[src/rtl/uart_cmd_parser.sv]
// Byte-stream framer for 4-byte UART commands (SYNC, CMD, ARG, CMD^ARG) with a single-entry pending slot.
// Optional inter-byte timeout is built only when UART_CMD_PARSER_TIMEOUT_EN is defined.
module uart_cmd_parser #(
    parameter int unsigned CLK_FREQ       = 50_000_000,
    parameter int unsigned TIMEOUT_CYCLES = 500_000,
    parameter logic [7:0]  SYNC_BYTE      = 8'hAA
) (
    input  logic       clk,
    input  logic       rst,
    input  logic [7:0] rx_data,
    input  logic       rx_valid,
    input  logic       cmd_ack,
    output logic [7:0] cmd_code,
    output logic [7:0] cmd_arg,
    output logic       cmd_valid,
    output logic       busy,
    output logic       err_chk,
    output logic       err_overrun,
    output logic       err_timeout
);

    typedef enum logic [1:0] {
        S_IDLE = 2'd0,
        S_CMD  = 2'd1,
        S_ARG  = 2'd2,
        S_CHK  = 2'd3
    } state_t;

    state_t     state;
    state_t     state_next;
    logic [7:0] cmd_lat;
    logic [7:0] arg_lat;
    logic       frame_good;
    logic       frame_bad;
    logic       expire;

    if (TIMEOUT_CYCLES < 2 || CLK_FREQ == 0) begin : g_bad_params
        $error("uart_cmd_parser: TIMEOUT_CYCLES must be >= 2 and CLK_FREQ non-zero");
    end

`ifdef UART_CMD_PARSER_TIMEOUT_EN
    // Expiry is flagged on the edge where the counter would reach TIMEOUT_CYCLES-1.
    localparam logic [31:0] TMO_LAST = 32'(TIMEOUT_CYCLES - 2);

    logic [31:0] tmo_cnt;

    assign expire = (state != S_IDLE) && !rx_valid && (tmo_cnt == TMO_LAST);

    always_ff @(posedge clk) begin
        if (rst || rx_valid || state == S_IDLE) begin
            tmo_cnt <= '0;
        end else begin
            tmo_cnt <= tmo_cnt + 32'd1;
        end
    end

    always_ff @(posedge clk) begin
        if (rst) begin
            err_timeout <= 1'b0;
        end else begin
            err_timeout <= expire;
        end
    end
`else
    assign expire      = 1'b0;
    assign err_timeout = 1'b0;
`endif

    always_comb begin
        state_next = state;
        frame_good = 1'b0;
        frame_bad  = 1'b0;
        case (state)
            S_IDLE: begin
                if (rx_valid && rx_data == SYNC_BYTE) begin
                    state_next = S_CMD;
                end
            end
            S_CMD: begin
                if (rx_valid) begin
                    state_next = S_ARG;
                end
            end
            S_ARG: begin
                if (rx_valid) begin
                    state_next = S_CHK;
                end
            end
            S_CHK: begin
                if (rx_valid) begin
                    state_next = S_IDLE;
                    if (rx_data == (cmd_lat ^ arg_lat)) begin
                        frame_good = 1'b1;
                    end else begin
                        frame_bad = 1'b1;
                    end
                end
            end
            default: state_next = S_IDLE;
        endcase
        if (expire) begin
            state_next = S_IDLE;
        end
    end

    always_ff @(posedge clk) begin
        if (rst) begin
            state <= S_IDLE;
        end else begin
            state <= state_next;
        end
    end

    always_ff @(posedge clk) begin
        if (rst) begin
            cmd_lat     <= '0;
            arg_lat     <= '0;
            cmd_code    <= '0;
            cmd_arg     <= '0;
            cmd_valid   <= 1'b0;
            err_chk     <= 1'b0;
            err_overrun <= 1'b0;
        end else begin
            if (state == S_CMD && rx_valid) begin
                cmd_lat <= rx_data;
            end
            if (state == S_ARG && rx_valid) begin
                arg_lat <= rx_data;
            end
            err_chk     <= frame_bad;
            err_overrun <= frame_good && cmd_valid && !cmd_ack;
            // An ack in the completing cycle frees the slot for the new frame.
            if (frame_good && (!cmd_valid || cmd_ack)) begin
                cmd_code  <= cmd_lat;
                cmd_arg   <= arg_lat;
                cmd_valid <= 1'b1;
            end else if (!frame_good && cmd_ack) begin
                cmd_valid <= 1'b0;
            end
        end
    end

    assign busy = (state != S_IDLE);

endmodule

[config.mk]
export PLATFORM = sky130hd
export DESIGN_NAME = uart_cmd_parser
export DESIGN_NICKNAME = d
export VERILOG_FILES = /design/src/rtl/uart_cmd_parser.sv
export SDC_FILE = /design/constraint.sdc
export NUM_CORES = 1
export LEC_CHECK = 0
export BUFFER_PORTS_ARGS = -buffer_cell sky130_fd_sc_hd__buf_2
export CAP_MARGIN = 20
export CORE_MARGIN = 4
export CORE_UTILIZATION = 35
export DETAILED_ROUTE_END_ITERATION = 12
export SYNTH_ARGS = -nofsm -noshare
export SYNTH_HDL_FRONTEND = slang
export SYNTH_SLANG_ARGS = --single-unit
[constraint.sdc]
create_clock -name clk -period 2.24 [get_ports clk]
set_input_delay 0.448 -clock clk [delete_from_list [all_inputs] [get_ports clk]]
set_output_delay 0.448 -clock clk [all_outputs]
set_load 0.02 [all_outputs]
==> flow_metrics.env <==
export IMPL_cts_buffers_inserted=5
export IMPL_rsz0062_at_grt="no"
export IMPL_synth_ff_type="dfxtp_1"
export IMPL_wire_per_inst_um=15.4
export IMPL_overflow=0
export IMPL_hp_class="input port to register"
export IMPL_finalPower_mw=1.54
export IMPL_hold_buffers=0
export IMPL_netlist_instances=194
export IMPL_whs_ns=0.438
export IMPL_met1_length_um=2090
export IMPL_hpwl_um=3150
export IMPL_wl_met2_um=2030
export IMPL_path_cells="xnor3_2, and4_1, buf_4, nand4_1, a21oi_1"
export IMPL_pin_count=33
export IMPL_worstPathMaxFanout=10
export IMPL_start_kind="register"
export IMPL_crit_required_ns=2.46
export IMPL_fin_skew_ns=0.00626
export IMPL_std_cell_rows=25
export IMPL_synth_area_leader_cell="dfxtp_1"
export IMPL_critPathKind="register to register"
export IMPL_top_layer="met4"
export IMPL_r2r_slack_ns=0.48
export IMPL_status="finished, final reports clean"
export IMPL_cts_tree="built"
export IMPL_finalSetupViolations=0
export IMPL_crit_start="cmd_lat[6]$_SDFFE_PP0P_"
export IMPL_gp_congestion=0.773
export IMPL_netlist_area_leader_share=0.412
export IMPL_r2r_end="cmd_code[0]$_SDFFE_PP0P_"
export IMPL_fin_setup_tns_ns=0
export IMPL_antenna_found_initial=0
export IMPL_yosysMostFrequentCell="dfxtp_1"
export IMPL_power_leakage_nw=0.822
export IMPL_syn_area_um2=1800
export IMPL_drive_above_1_share=0.251
export IMPL_cts_resized=0
export IMPL_place_ws_ns=0.363
export IMPL_drt_pass1_iter_count=4
export IMPL_synth_cell_type_count=33
export IMPL_p_per_area_nw_per_um2=723
export IMPL_syn_to_final_growth_pct=18.3
export IMPL_path_clk_slew_ns=0.07
export IMPL_dieArea_um2=6350
export IMPL_syn_nets=211
export IMPL_diodes=0
export IMPL_synthTopCellsByArea="dfxtp_1, a21oi_1, o31ai_1"
export IMPL_cts_setup_buffers=0
export IMPL_synth_edf_count=0
export IMPL_hold_violations=0
export IMPL_fin_crit_ns=1.76
export IMPL_layout_setup_ws_ns=0.475
export IMPL_ys_ff_latch=37
export IMPL_grt_pass1_wl_um=7530
export IMPL_synth_common_cells="dfxtp_1, a21oi_1, nand2_1"
export IMPL_cts_root_buffer="clkbuf_8"
export IMPL_avgSynthCellArea_um2=9.27
export IMPL_ant_nets=0
export IMPL_dr_first_iter_drc_count=101
export IMPL_die_w_um=79.7
export IMPL_final_nets=240
export IMPL_arrival_ns=1.98
export IMPL_post_route_period_util=0.788
export IMPL_ys_warn_count=0
export IMPL_cp_slowest_cell="xnor3_2"
export IMPL_max_slew_margin_rel=0.615
export IMPL_crit_path_end="cmd_code[0]$_SDFFE_PP0P_"
export IMPL_die_h_um=79.7
export IMPL_via_per_inst=5.27
export IMPL_cap_violations=0
export IMPL_fmax_ghz=0.567
export IMPL_cp_end_kind="register"
export IMPL_start_util=0.371
export IMPL_critPathMaxStageDelay_ns=0.43
export IMPL_grt_pass1_vias=1519
export IMPL_vias=1529
export IMPL_async_reset_ff_frac=0
export IMPL_worstMarginPinSlew_ns=0.578
export IMPL_io_buffer_count=31
export IMPL_grt_max_degree=26
export IMPL_slew_violations=0
export IMPL_clock_latency_ns=0.29
export IMPL_ir_drop_v=0.000522
export IMPL_clock_sinks=37
export IMPL_htreeDepth=2
export IMPL_clockBufferDepth=2
export IMPL_ff2ff_path_depth=5
export IMPL_core_um2=4850
export IMPL_ys_seq_area_frac=0.412
export IMPL_drcViolationCount=0
export IMPL_fin_util=0.439
export IMPL_rr_startpoint="cmd_lat[6]$_SDFFE_PP0P_"
export IMPL_track_usage=0.157
export IMPL_wl_met3_um=256
export IMPL_fill_cells=483
export IMPL_totalWireLength_um=4470
## power breakdown
group          switching, mW  internal, mW
sequential            0.0193         0.680
clock                  0.238         0.324
combinational          0.175         0.102
## stage by stage
step	cell area, um^2	instances
finish	2130	290
global route	2130	290
CTS	2130	290
detailed placement	2020	283
global placement	2020	283
floorplan	1800	194
## critical path: cells and delay by family (launching register included)
family	cells	cell delay [ns]
buffers and inverters	1	0.24
AND/OR/NAND/NOR	2	0.51
AO/OA/AOI/OAI	1	0.18
flip-flops	1	0.33
XOR/XNOR	1	0.43
## layout by cell type, fill, tap and decap left out, types with 3 or more instances in the layout
master | Yosys | routed
o31ai_1 | 16 | 16
ha_1 | 5 | 5
a21oi_1 | 32 | 32
xnor3_1 | 4 | 4
dfxtp_1 | 37 | 37
buf_2 | 8 | 31
nand3_1 | 16 | 16
nor3_1 | 3 | 3
inv_1 | 3 | 3
clkbuf_8 | 0 | 5
xnor3_2 | 4 | 4
buf_4 | 1 | 9
nand2_1 | 21 | 21
nand4_1 | 17 | 17
## layer usage
metal | GRT usage | up-vias
met2 | 0.249 | 44
met1 | 0.200 | 707
li1 | - | 770
met3 | 0.0372 | 8
met4 | 0.0722 | 0
met5 | 0 | -
## cell families after synthesis
| logic type | count (synthesis) | share of synthesized area |
|---|---|---|
| compound gates | 54 | 0.182 |
| flops | 37 | 0.412 |
| xor+xnor | 8 | 0.103 |
| other cells | 1 | 0.00208 |
| buf+inv | 21 | 0.0515 |
| simple gates | 68 | 0.215 |
| fa+ha+maj | 5 | 0.0348 |
## how the worst min path moves through the flow
stage,end,cells after the start,startpoint,slack [ns]
floorplan,arg_lat[0]$_SDFFE_PP0P_,2,arg_lat[0]$_SDFFE_PP0P_,0.45
global placement,cmd_code[6]$_SDFFE_PP0P_,2,cmd_code[6]$_SDFFE_PP0P_,0.45
detailed placement,cmd_arg[4]$_SDFFE_PP0P_,2,cmd_arg[4]$_SDFFE_PP0P_,0.46
CTS,arg_lat[5]$_SDFFE_PP0P_,3,rx_data[5],0.43
global route,arg_lat[4]$_SDFFE_PP0P_,3,rx_data[4],0.43
finish,arg_lat[4]$_SDFFE_PP0P_,3,rx_data[4],0.44
## area by class of cell
type                       count  area, um^2  area share
inverter                       3        11.3     0.00529
timing repair buffer          40         223       0.105
sequential                    37         741       0.348
clock inverter                 2        35.0      0.0165
multi-input combinational    136         966       0.454
clock buffer                   5        68.8      0.0323
tap                           67        83.8      0.0394
## sequential cells by signal (all words and copies together) (netlist names)
name and count:
arg_lat 8, cmd_arg 8, cmd_code 8, cmd_lat 8, state 2, cmd_valid 1
err_chk 1, err_overrun 1
Power figures use the tool's default switching activity.
